[src/rtl/meas_count_latch.sv]
// Counts clock cycles while CLK_EN is high and latches the count on each OUT_COMP rising edge.
// The latched value is offered on a valid/ready read port. Define MEAS_AVG_EN to output a 4-sample average.
module meas_count_latch #(
    parameter int unsigned       WIDTH     = 24,
    parameter logic [WIDTH-1:0]  SAT_VALUE = {WIDTH{1'b1}}
) (
    input  logic             clock,
    input  logic             RST,
    input  logic             CLK_EN,
    input  logic             RESET,
    input  logic             OUT_COMP,
    input  logic             RD_READY,
    output logic [WIDTH-1:0] DATA,
    output logic             DATA_VALID,
    output logic             SAT,
    output logic             OVERRUN
);

    logic [WIDTH-1:0] r_cnt;
    logic             r_comp;
    logic [WIDTH-1:0] r_data;
    logic             r_valid;
    logic             r_sat;
    logic             r_overrun;

    logic             w_at_sat;
    logic             w_lat;
    logic             w_load;
    logic [WIDTH-1:0] w_new_data;
    logic             w_new_sat;

    assign w_at_sat = (r_cnt == SAT_VALUE);
    assign w_lat    = OUT_COMP & ~r_comp;

    always_ff @(posedge clock) begin
        if (RST) begin
            r_cnt  <= '0;
            r_comp <= 1'b0;
        end else begin
            r_comp <= OUT_COMP;
            if (RESET) begin
                r_cnt <= '0;
            end else if (CLK_EN && !w_at_sat) begin
                r_cnt <= r_cnt + 1'b1;
            end
        end
    end

`ifdef MEAS_AVG_EN
    logic [WIDTH-1:0] r_hist [4];
    logic [3:0]       r_hist_sat;
    logic [WIDTH+1:0] r_sum;
    logic [2:0]       r_fill;
    logic [WIDTH+1:0] w_sum_next;

    // Window after this latch: the new sample plus the three newest stored ones.
    assign w_sum_next = r_sum + {2'b00, r_cnt} - {2'b00, r_hist[3]};
    assign w_new_data = w_sum_next[WIDTH+1:2];
    assign w_new_sat  = w_at_sat | r_hist_sat[0] | r_hist_sat[1] | r_hist_sat[2];
    assign w_load     = w_lat & (r_fill >= 3'd3);

    always_ff @(posedge clock) begin
        if (RST) begin
            for (int i = 0; i < 4; i++) begin
                r_hist[i] <= '0;
            end
            r_hist_sat <= '0;
            r_sum      <= '0;
            r_fill     <= '0;
        end else if (w_lat) begin
            r_hist[0]  <= r_cnt;
            r_hist[1]  <= r_hist[0];
            r_hist[2]  <= r_hist[1];
            r_hist[3]  <= r_hist[2];
            r_hist_sat <= {r_hist_sat[2:0], w_at_sat};
            r_sum      <= w_sum_next;
            if (r_fill != 3'd4) begin
                r_fill <= r_fill + 3'd1;
            end
        end
    end
`else
    assign w_new_data = r_cnt;
    assign w_new_sat  = w_at_sat;
    assign w_load     = w_lat;
`endif

    always_ff @(posedge clock) begin
        if (RST) begin
            r_data    <= '0;
            r_valid   <= 1'b0;
            r_sat     <= 1'b0;
            r_overrun <= 1'b0;
        end else if (w_load) begin
            r_data  <= w_new_data;
            r_sat   <= w_new_sat;
            r_valid <= 1'b1;
            // A load that coincides with a transfer leaves OVERRUN as it was.
            if (r_valid && !RD_READY) begin
                r_overrun <= 1'b1;
            end
        end else if (r_valid && RD_READY) begin
            r_valid   <= 1'b0;
            r_overrun <= 1'b0;
        end
    end

    assign DATA       = r_data;
    assign DATA_VALID = r_valid;
    assign SAT        = r_sat;
    assign OVERRUN    = r_overrun;

endmodule

[config.mk]
export PLATFORM = sky130hd
export DESIGN_NAME = meas_count_latch
export DESIGN_NICKNAME = d
export VERILOG_FILES = /design/src/rtl/meas_count_latch.sv
export SDC_FILE = /design/constraint.sdc
export NUM_CORES = 1
export LEC_CHECK = 0
export BUFFER_PORTS_ARGS = -buffer_cell sky130_fd_sc_hd__buf_4
export CAP_MARGIN = 20
export CORE_ASPECT_RATIO = 0.6
export CORE_MARGIN = 3
export CORE_UTILIZATION = 50
export DETAILED_ROUTE_END_ITERATION = 10
export HOLD_SLACK_MARGIN = 0.12
export PLACE_DENSITY = 0.67
export SKIP_LAST_GASP = 1
export SYNTH_ARGS = -nofsm -noshare
export SYNTH_HDL_FRONTEND = slang
export SYNTH_SLANG_ARGS = --single-unit
export TNS_END_PERCENT = 1
[constraint.sdc]
create_clock -name clock -period 1.9 [get_ports clock]
set_input_delay 0.38 -clock clock [delete_from_list [all_inputs] [get_ports clock]]
set_output_delay 0.38 -clock clock [all_outputs]
set_load 0.01 [all_outputs]
Word level (Yosys, flattened, before mapping)
Index checks and enable logic that the tools add are counted.

Reductions and logical operators: 8. Eq/ne operators: 2. Muxes and demuxes: 4. Add/sub/neg operators: 1. Bitwise operators: 2.

Operator list (count): 24-bit by 1-bit adder with 24-bit output (second input constant) (1); 24-bit == test (second input constant) (1); 1-bit 2-to-1 mux (4); 1-bit logical AND (3); 1-bit logical NOT (2); 2-bit by 1-bit inequality test with 1-bit output (second input constant) (1); 2-bit AND reduction (1); 2-bit nonzero test (1); 2-bit OR reduction (1); 1-bit bitwise AND (1); 1-bit inverter (1).

Bits in registers: 52. Input bits: 6.

Logic depth before layout (Yosys ltp)
Gate-level depths: netlist of the first run.

Depth after elaboration: 4. Gate-level depth with buffers: 7. Mapped depth without buffers: 6.

Worst setup path before layout of the first run
No wires, ideal clock.

Path type: register to register. Start point: register r_cnt[2]. End point: register r_cnt[23]. Arrival time: 1.550 ns. Setup slack: 0.280 ns. Setup time: 0.070 ns. Period minus slack after synthesis: 1.620 ns. Stages on the path, launching flop included: 6. Path through: dfxtp_1 nand3_4 nor4_4 nand3_1 or4_1 a21oi_1.

Cells in the longest elaborated chain, start to end: 3.

RTL lines: start, declared (line 19) `logic [WIDTH-1:0] r_cnt;`; start signal, assigned (line 44) `r_cnt <= r_cnt + 1'b1;`; branches (longest 3 deep; another with 24-bit by 1-bit adder with 24-bit output).

Parallel ways; which one is timed is not known. A chain may end at the register's enable or synchronous reset.

Final worst setup path of the first run
Start point: register r_cnt[11]. End point: register r_cnt[23].

The elaborated chain is that of the path after synthesis.

==> flow_summary.yaml, run 1 <==
logic_synthesis:
  synth.ff_latch_count: 52
  synth_compound_area_share_pct: 14.8
  synth_fa_ha_area_share_pct: 0.562
  yosys_warnings: 0
  synthSimpleGateAreaFrac_pct: 29.9
  yosysTopAreaCell: "dfxtp_1"
  synth_top_area_share_pct: 46.7
  synth_xor_area_share_pct: 4.72
  syn_inst: 266
  synth_nets: 273
  synth_cell_types: 38
  ys_top_cells_by_area: "dfxtp_1 (47%), nand2_1 (10%), a21oi_1 (8.1%), nor2_1 (2.5%), xnor2_1 (2.4%)"
  synth.area.mux_share_pct: 0
  synth_top_family_by_area: "simple AND/OR/NAND/NOR gates"
  syn_avg_cell_area_um2: 8.37
  yosysSeqAreaShare_pct: 46.7
  mappedNetlistArea_um2: 2230
timing:
  fin_worst_skew_ns: 0.00985
  maxSlewHeadroom_pct: 71.5
  finalSetupViolations: 0
  rsz0062_at_grt: "false"
  worst_pin_slew_ns: 0.427
  period_minus_slack_ns: 1.79
  fmax_mhz: 559
  slew_violations: 0
  period_share_pct: 94.1
  hold_violations: 0
  fin_tns_setup_ns: 0
setup_path:
  arrival_ns: 2.02
  crit_buf_inv: 1
  crit_fanout: 9
  r2r_setup_slack_ns: 0.11
  cp_top_family: "simple AND/OR/NAND/NOR gates"
  r2r-start: "r_cnt[11]"
  reg2reg_to: "r_cnt[23]"
  path_class: "flip-flop to flip-flop"
  crit_path_max_incr_delay_ns: 0.49
  start_kind: "flip-flop"
  reg2reg_depth: 6
  crit_path_end_kind: "flip-flop"
  crit_chain: "and4_1 > nand4bb_4 > o21ai_2 > buf_4 > or4_1 > a21oi_1"
  critical_path.slowest_cell: "or4_1"
  cp.depth: 6
  cp-startpoint: "r_cnt[11]"
  worstPathRequired_ns: 2.13
clock_network:
  cts_buffers: 5
  cts.clk_slew.worst_paths_ns: 0.09
  clock_latency_ns: 0.30
  postCtsSetupBuffers: 0
  cts-root-buf: "clkbuf_8"
  cts_tree: "yes"
  cts_buffer_depth: 2
  htree_levels: 2
  cts_hold_repair.buffers: 0
  post_cts_resized: 0
  cts.sinks: 52
worst_hold_path:
  hold_end: "r_comp"
  whs_path_depth: 2
  hold_path_class: "primary input to flip-flop"
  hp-start: "OUT_COMP"
floorplanning:
  initial_core_util_pct: 53.2
  fp.coreArea_um2: 4190
  die_x_um: 92.2
  num_rows: 18
  die_area_um2: 5320
  io_pins: 33
  dieHeight_um: 57.7
detailed_routing:
  drt_first_pass_iters: 5
  drc: 0
  num_vias: 1920
  drtIter0Drc: 79
  ant_nets: 0
  post_drt_wl_per_cell_um: 13.5
  wirelength_um: 4910
  via_per_inst: 5.29
run:
  drv_cap: 0
global_routing:
  antenna_found_initial: 0
  grt_max_degree: 31
  track_usage_pct: 19.0
  grt_pass1_vias: 1794
  grt_pass1_wl_um: 8260
  gr-total-overflow: 0
placement:
  gp_congestion: 0.789
  portBuffers: 32
  dpl-instance-area_um2: 2560
  place_hpwl_um: 3440
pwr:
  power_mw: 1.93
  p_leak_nw: 0.953
  vdd_drop_max_mv: 0.448
  cellPowerDensity_nw_per_um2: 723
cells_and_area:
  nets: 309
  synthToLayoutAreaGrowth_pct: 19.8
  layout_commonest_cell: "nand2_1"
  drive_above_1_share_pct: 21.8
  final_cell_area_um2: 2670
  layout_common_cells: "nand2_1 (61), dfxtp_1 (48), buf_4 (43)"
  fillers: 395
  n_antenna_cell: 0
status:
  status: "finished, final reports clean"
cell families (layout without fill, tap and decap cells):
logic type	after synthesis	in the layout
compound gates	58	58
xor+xnor	12	12
fa+ha+maj	1	1
buf+inv	15	52
flops	52	52
simple gates	128	128
state kept, by name, summed over array words and instances, names as in the netlist:
register / cells
DATA: 24
r_cnt: 24
DATA_VALID: 1
OVERRUN: 1
SAT: 1
r_comp: 1
layer usage:
metal | global-route usage (%) | wire length [um] | up-vias
met4 | 4.44 | 41 | 0
met1 | 29.0 | 2680 | 883
met5 | 0 | 0 | -
li1 | - | - | 998
met3 | 4.15 | 218 | 4
met2 | 27.6 | 1970 | 35
through the flow:
step,utilization [%],worst slack [ns],hold slack (ns),std cells
final,63.7,0.112,0.314,363
after global routing,63.7,0.00675,0.338,363
after CTS,63.6,0.117,0.306,363
after detailed placement,61.0,0.144,0.448,355
after global placement,61.0,0.191,0.443,355
after floorplan,-,0.280,0.453,266
layout make-up:
cell class / instances / area [um^2] / share of cell area, %
tap: 60 / 75.1 / 2.81
inverter: 1 / 3.75 / 0.141
sequential: 52 / 1050 / 39.2
clock buffer: 6 / 72.6 / 2.72
multi-input combinational: 199 / 1110 / 41.7
clock inverter: 2 / 35.0 / 1.31
timing repair buffer: 43 / 323 / 12.1
synthesized netlist by cell type:
library cell,number
a21oi_1,36
a311oi_1,1
and2_1,1
and3_1,3
and3_2,2
and4_1,2
and4bb_2,1
buf_1,2
buf_4,3
clkbuf_1,8
dfxtp_1,52
dlygate4sd1_1,1
ha_1,1
inv_2,1
nand2_1,61
nand2b_1,2
nand3_1,6
nand3_2,2
nand3_4,1
nand4_1,6
nand4bb_4,1
nor2_1,15
nor2b_1,2
nor3_1,8
nor4_1,4
nor4_4,1
o211ai_1,4
o21a_1,5
o21ai_0,8
o21ai_2,1
o31a_2,1
o31ai_1,2
or2_2,1
or2b_1,1
or3_1,6
or4_1,2
xnor2_1,6
xor2_1,6
worst max-delay path by stage:
stage                            to  slack (ns)
after global routing      r_cnt[15]       0.007
after detailed placement  r_cnt[21]        0.14
final                     r_cnt[23]        0.11
after global placement    r_cnt[23]        0.19
after CTS                 r_cnt[23]        0.12
after floorplan           r_cnt[23]        0.28
report_power, final:
part | switching [mW] | leakage, nW | internal, mW
clock | 0.349 | 0.0552 | 0.391
sequential | 0.00401 | 0.422 | 1.09
combinational | 0.0634 | 0.477 | 0.0286
Note: power is estimated with default switching activity, not from simulation.
==> inputs of run 2 (changes only) <==
==> constraint.sdc (replaced) <==
create_clock -name clock -period 1.7 [get_ports clock]
set_input_delay 0.34 -clock clock [delete_from_list [all_inputs] [get_ports clock]]
set_output_delay 0.34 -clock clock [all_outputs]
set_load 0.01 [all_outputs]
==> run 2 against run 1 <==
Effect of this change:
- the flow now finishes with violations (negative setup slack)
- sequential share of layout area down 4.5 points
- first-iteration DRC count up 130%
- combinational power up 22%
- count of clock-buffer cells in the layout down 1
- sequential power up 12%
==> flow_summary.yaml, run 2 (synthesized netlist as in run 1, its figures left out) <==
pwr:
  cellPowerDensity_nw_per_um2: 814
  vdd_drop_max_mv: 0.657
  p_leak_nw: 1.16
setup_path:
  timing.critical_path.mode_cell: "buf_4"
  crit_buf_inv: 3
  cp-startpoint: "r_cnt[0]"
  crit_fanout: 5
  crit_path_max_incr_delay_ns: 0.38
  r2r_setup_slack_ns: -0.04
  crit_chain: "buf_6 > nand2_4 > nor4_4 > nand4_1 > buf_4 > buf_4 > o31ai_2 > a21oi_2"
  worstPathRequired_ns: 1.88
  arrival_ns: 1.92
  cp_top_family: "simple AND/OR/NAND/NOR gates"
  path_class: "flip-flop to flip-flop"
  start_kind: "flip-flop"
  reg2reg_depth: 8
  crit_path_end_kind: "flip-flop"
  reg2reg_to: "r_cnt[21]"
  r2r-start: "r_cnt[0]"
  critical_path.slowest_cell: "dfxtp_2"
clock_network:
  cts_buffer_depth: 2
  clock_latency_ns: 0.30
  cts.sinks: 52
  htree_levels: 2
  cts.clk_slew.worst_paths_ns: 0.10
  cts_tree: "yes"
  cts_buffers: 5
  cts-root-buf: "clkbuf_8"
  cts_hold_repair.buffers: 0
cells_and_area:
  layout_common_cells: "buf_4 (74), nand2_1 (60), dfxtp_1 (43)"
  layout_commonest_cell: "buf_4"
  drive_above_1_share_pct: 34.3
  synthToLayoutAreaGrowth_pct: 37.0
  n_antenna_cell: 0
  nets: 341
  final_cell_area_um2: 3050
worst_hold_path:
  hold_path_class: "primary input to flip-flop"
  hp-start: "OUT_COMP"
  hold_end: "r_comp"
  whs_path_depth: 2
floorplanning:
  num_rows: 18
  dieHeight_um: 57.7
  fp.coreArea_um2: 4190
  die_x_um: 92.2
  initial_core_util_pct: 53.2
  die_area_um2: 5320
  io_pins: 33
run:
  drv_cap: 0
detailed_routing:
  drtIter0Drc: 185
  via_per_inst: 5.30
  wirelength_um: 5530
  drt_first_pass_iters: 4
  drc: 0
  post_drt_wl_per_cell_um: 14.0
  num_vias: 2093
  ant_nets: 0
placement:
  portBuffers: 32
  dpl-instance-area_um2: 2770
  gp_congestion: 0.834
  place_hpwl_um: 3840
timing:
  fin_worst_skew_ns: 0.00702
  fmax_mhz: 575
  finalSetupViolations: 1
  maxSlewHeadroom_pct: 68.1
  period_share_pct: 102
  hold_violations: 0
  fin_hold_ws_ns: 0.268
  worst_pin_slew_ns: 0.477
  rsz0062_at_grt: "true"
  slew_violations: 0
  period_minus_slack_ns: 1.74
  setup_ws_ns: -0.0383
global_routing:
  grt_max_degree: 25
  grt_pass1_vias: 1885
  gr-total-overflow: 0
  grt_pass1_wl_um: 8860
  antenna_found_initial: 0
  track_usage_pct: 20.8
status:
  status: "finished, violations left"
  violations: "negative setup slack"
-- run 2: changes by cell type in the layout (fill, tap and decap cells not counted), sizes merged --
cell / change
buf: +32
bufinv: +2
clkbuf: -1
clkinv: -1
-- run 2: through the flow --
step | TNS [ns] | utilization [%] | setup slack (ns) | instances | power [mW]
6_report | -0.0383 | 72.8 | -0.0383 | 395 | 2.48
3_3_place_gp | -0.342 | 66.2 | -0.0665 | 384 | 1.36
2_1_floorplan | 0 | - | 0.0803 | 266 | 1.32
5_1_grt | -0.725 | 72.8 | -0.114 | 395 | 2.54
3_5_place_dp | -0.235 | 66.2 | -0.0616 | 384 | 1.36
4_1_cts | -0.000617 | 70.2 | -0.000617 | 392 | 2.49
-- run 2: worst max path at each step --
stage                           end  cells past startpoint
final                     r_cnt[21]                      8
after global routing      r_cnt[21]                      5
after CTS                 r_cnt[20]                      7
after detailed placement  r_cnt[22]                      7
after global placement    r_cnt[20]                      7
after floorplan           r_cnt[23]                      5
-- run 2: timing repair --
action | 4_1_cts | 5_1_grt
endpoints found under the setup margin | 7 | 19
gates cloned | 0 | 0
resized for setup | 3 | 25
setup buffers | 0 | 3
pin swaps | 0 | 5
-- run 2: per-layer routing --
metal | up-vias | global-route usage, % | part of all wire, %
li1 | 1053 | - | -
met1 | 979 | 31.9 | 52
met2 | 61 | 30.0 | 41
met3 | 0 | 4.67 | 6.7
met4 | 0 | 4.23 | 0
met5 | - | 0 | 0
-- run 2: power breakdown --
part           switching [mW]  internal (mW)  total, mW
Sequential            0.00603           1.22       1.23
Clock                   0.409          0.736       1.14
Combinational          0.0738         0.0382      0.112
-- run 2: final cells by class --
class,instances,area (um^2)
flip-flops and latches,52,1060
multi-input cells,199,1190
inverters,1,3.75
clock buffers,5,68.8
fillers,334,1140
repair buffers,75,567
well taps,60,75.1
clock inverters,3,90.1
==> inputs of run 3 (changes only) <==
--- a/config.mk
+++ b/config.mk
@@ -12,7 +12,7 @@
 export CORE_UTILIZATION = 50
 export DETAILED_ROUTE_END_ITERATION = 10
 export HOLD_SLACK_MARGIN = 0.12
-export PLACE_DENSITY = 0.67
+export PLACE_DENSITY_LB_ADDON = 0.12
 export SKIP_LAST_GASP = 1
 export SYNTH_ARGS = -nofsm -noshare
 export SYNTH_HDL_FRONTEND = slang
==> run 3 against run 2 <==
Effect of this change:
- the run now ends clean
- first-iteration DRC count is 45% lower
- sequential power about the same
- count of clock-buffer cells in the layout up 1
- clock skew barely moved
- fmax rose by 2.6%
- register-to-register slack gained 0.04 ns
==> flow_summary.yaml, run 3 (synthesized netlist as in run 1, its figures left out) <==
timing:
  period_minus_slack_ns: 1.69
  worst_pin_slew_ns: 0.409
  finalSetupViolations: 0
  fin_tns_setup_ns: 0
  fmax_mhz: 590
  slew_violations: 0
  fin_hold_ws_ns: 0.264
  period_share_pct: 99.7
  hold_violations: 0
  rsz0062_at_grt: "true"
  fin_worst_skew_ns: 0.00733
  maxSlewHeadroom_pct: 72.6
worst_hold_path:
  hold_path_class: "primary input to flip-flop"
  whs_path_depth: 2
placement:
  portBuffers: 32
  gp_congestion: 0.818
  dpl-instance-area_um2: 2800
  place_hpwl_um: 3840
setup_path:
  crit_chain: "ha_1 > buf_4 > nand3_2 > o21ai_4 > buf_4 > o31a_2 > o21a_1"
  worstPathRequired_ns: 1.91
  arrival_ns: 1.90
  crit_buf_inv: 2
  cp-startpoint: "r_cnt[0]"
  critical_path.slowest_cell: "dfxtp_2"
  start_kind: "flip-flop"
  cp.depth: 7
  crit_path_end_kind: "flip-flop"
  cp-endpoint: "r_cnt[5]"
  cp_top_family: "compound AO/OA/AOI/OAI gates"
  reg2reg_to: "r_cnt[5]"
  path_class: "flip-flop to flip-flop"
  timing.critical_path.mode_cell: "buf_4"
  r2r-start: "r_cnt[0]"
  r2r_setup_slack_ns: 0.005
  reg2reg_depth: 7
  crit_path_max_incr_delay_ns: 0.33
  crit_fanout: 7
detailed_routing:
  wirelength_um: 5280
  ant_nets: 0
  drc: 0
  via_per_inst: 5.23
  num_vias: 2072
  drtIter0Drc: 102
  drt_first_pass_iters: 5
  post_drt_wl_per_cell_um: 13.3
pwr:
  vdd_drop_max_mv: 0.352
  cellPowerDensity_nw_per_um2: 758
  p_leak_nw: 1.13
floorplanning:
  dieHeight_um: 57.7
  io_pins: 33
  die_x_um: 92.2
  die_area_um2: 5320
  initial_core_util_pct: 53.2
  num_rows: 18
  fp.coreArea_um2: 4190
cells_and_area:
  layout_common_cells: "buf_4 (76), nand2_1 (60), dfxtp_1 (47)"
  final_cell_area_um2: 2940
  fillers: 349
  synthToLayoutAreaGrowth_pct: 32.1
  drive_above_1_share_pct: 30.4
  n_antenna_cell: 0
  layout_commonest_cell: "buf_4"
  nets: 342
clock_network:
  clock_latency_ns: 0.31
  cts_buffers: 5
  cts_buffer_depth: 2
  htree_levels: 2
  cts_tree: "yes"
  cts-root-buf: "clkbuf_8"
  cts.sinks: 52
  cts.clk_slew.worst_paths_ns: 0.09
global_routing:
  grt_pass1_wl_um: 8740
  grt_max_degree: 29
  antenna_found_initial: 0
  grt_pass1_vias: 1844
  gr-total-overflow: 0
  track_usage_pct: 20.9
status:
  status: "finished, final reports clean"
run:
  drv_cap: 0
[run 3: routing by layer]
layer	track usage, %	part of all wire (%)	vias up
li1	-	-	1061
met1	30.0	52	952
met2	31.6	42	54
met3	4.67	5.1	5
met4	6.98	0.85	0
met5	0	0	-
[run 3: cell type report]
| type | instances | area [um^2] | share of cell area (%) |
|---|---|---|---|
| multi-input cells | 199 | 1120 | 38.2 |
| repair buffers | 76 | 571 | 19.4 |
| clock inverters | 2 | 38.8 | 1.32 |
| inverters | 1 | 3.75 | 0.128 |
| flip-flops and latches | 52 | 1050 | 35.6 |
| well taps | 60 | 75.1 | 2.55 |
| clock buffers | 6 | 82.6 | 2.81 |
[run 3: through the flow]
step                setup slack [ns]  utilization [%]  instances  power, mW
floorplan                     0.0803                -        266       1.32
global placement              0.0216             66.8        387       1.36
detailed placement            0.0114             66.8        387       1.36
CTS                          -0.0105             69.8        395       2.25
global route                  -0.114             70.2        396       2.31
finish                       0.00525             70.2        396       2.23
[run 3: power breakdown]
part,switching (mW),internal (mW),leakage (nW)
sequential,0.00460,1.22,0.422
clock,0.411,0.482,0.0614
combinational,0.0719,0.0381,0.651
[run 3: what timing repair did]
action	4_1_cts	5_1_grt
endpoints found under the hold margin	0	0
resized for setup	1	6
endpoints found under the setup margin	6	22
hold buffers	0	0
pin swaps	0	3
buffers inserted	0	1
[run 3: worst min-delay path by stage]
stage / startpoint / end
floorplan: r_cnt[23] / DATA[23]
global placement: DATA[6] / DATA[6]
detailed placement: DATA[1] / DATA[1]
CTS: OUT_COMP / r_comp
global route: OUT_COMP / r_comp
finish: OUT_COMP / r_comp
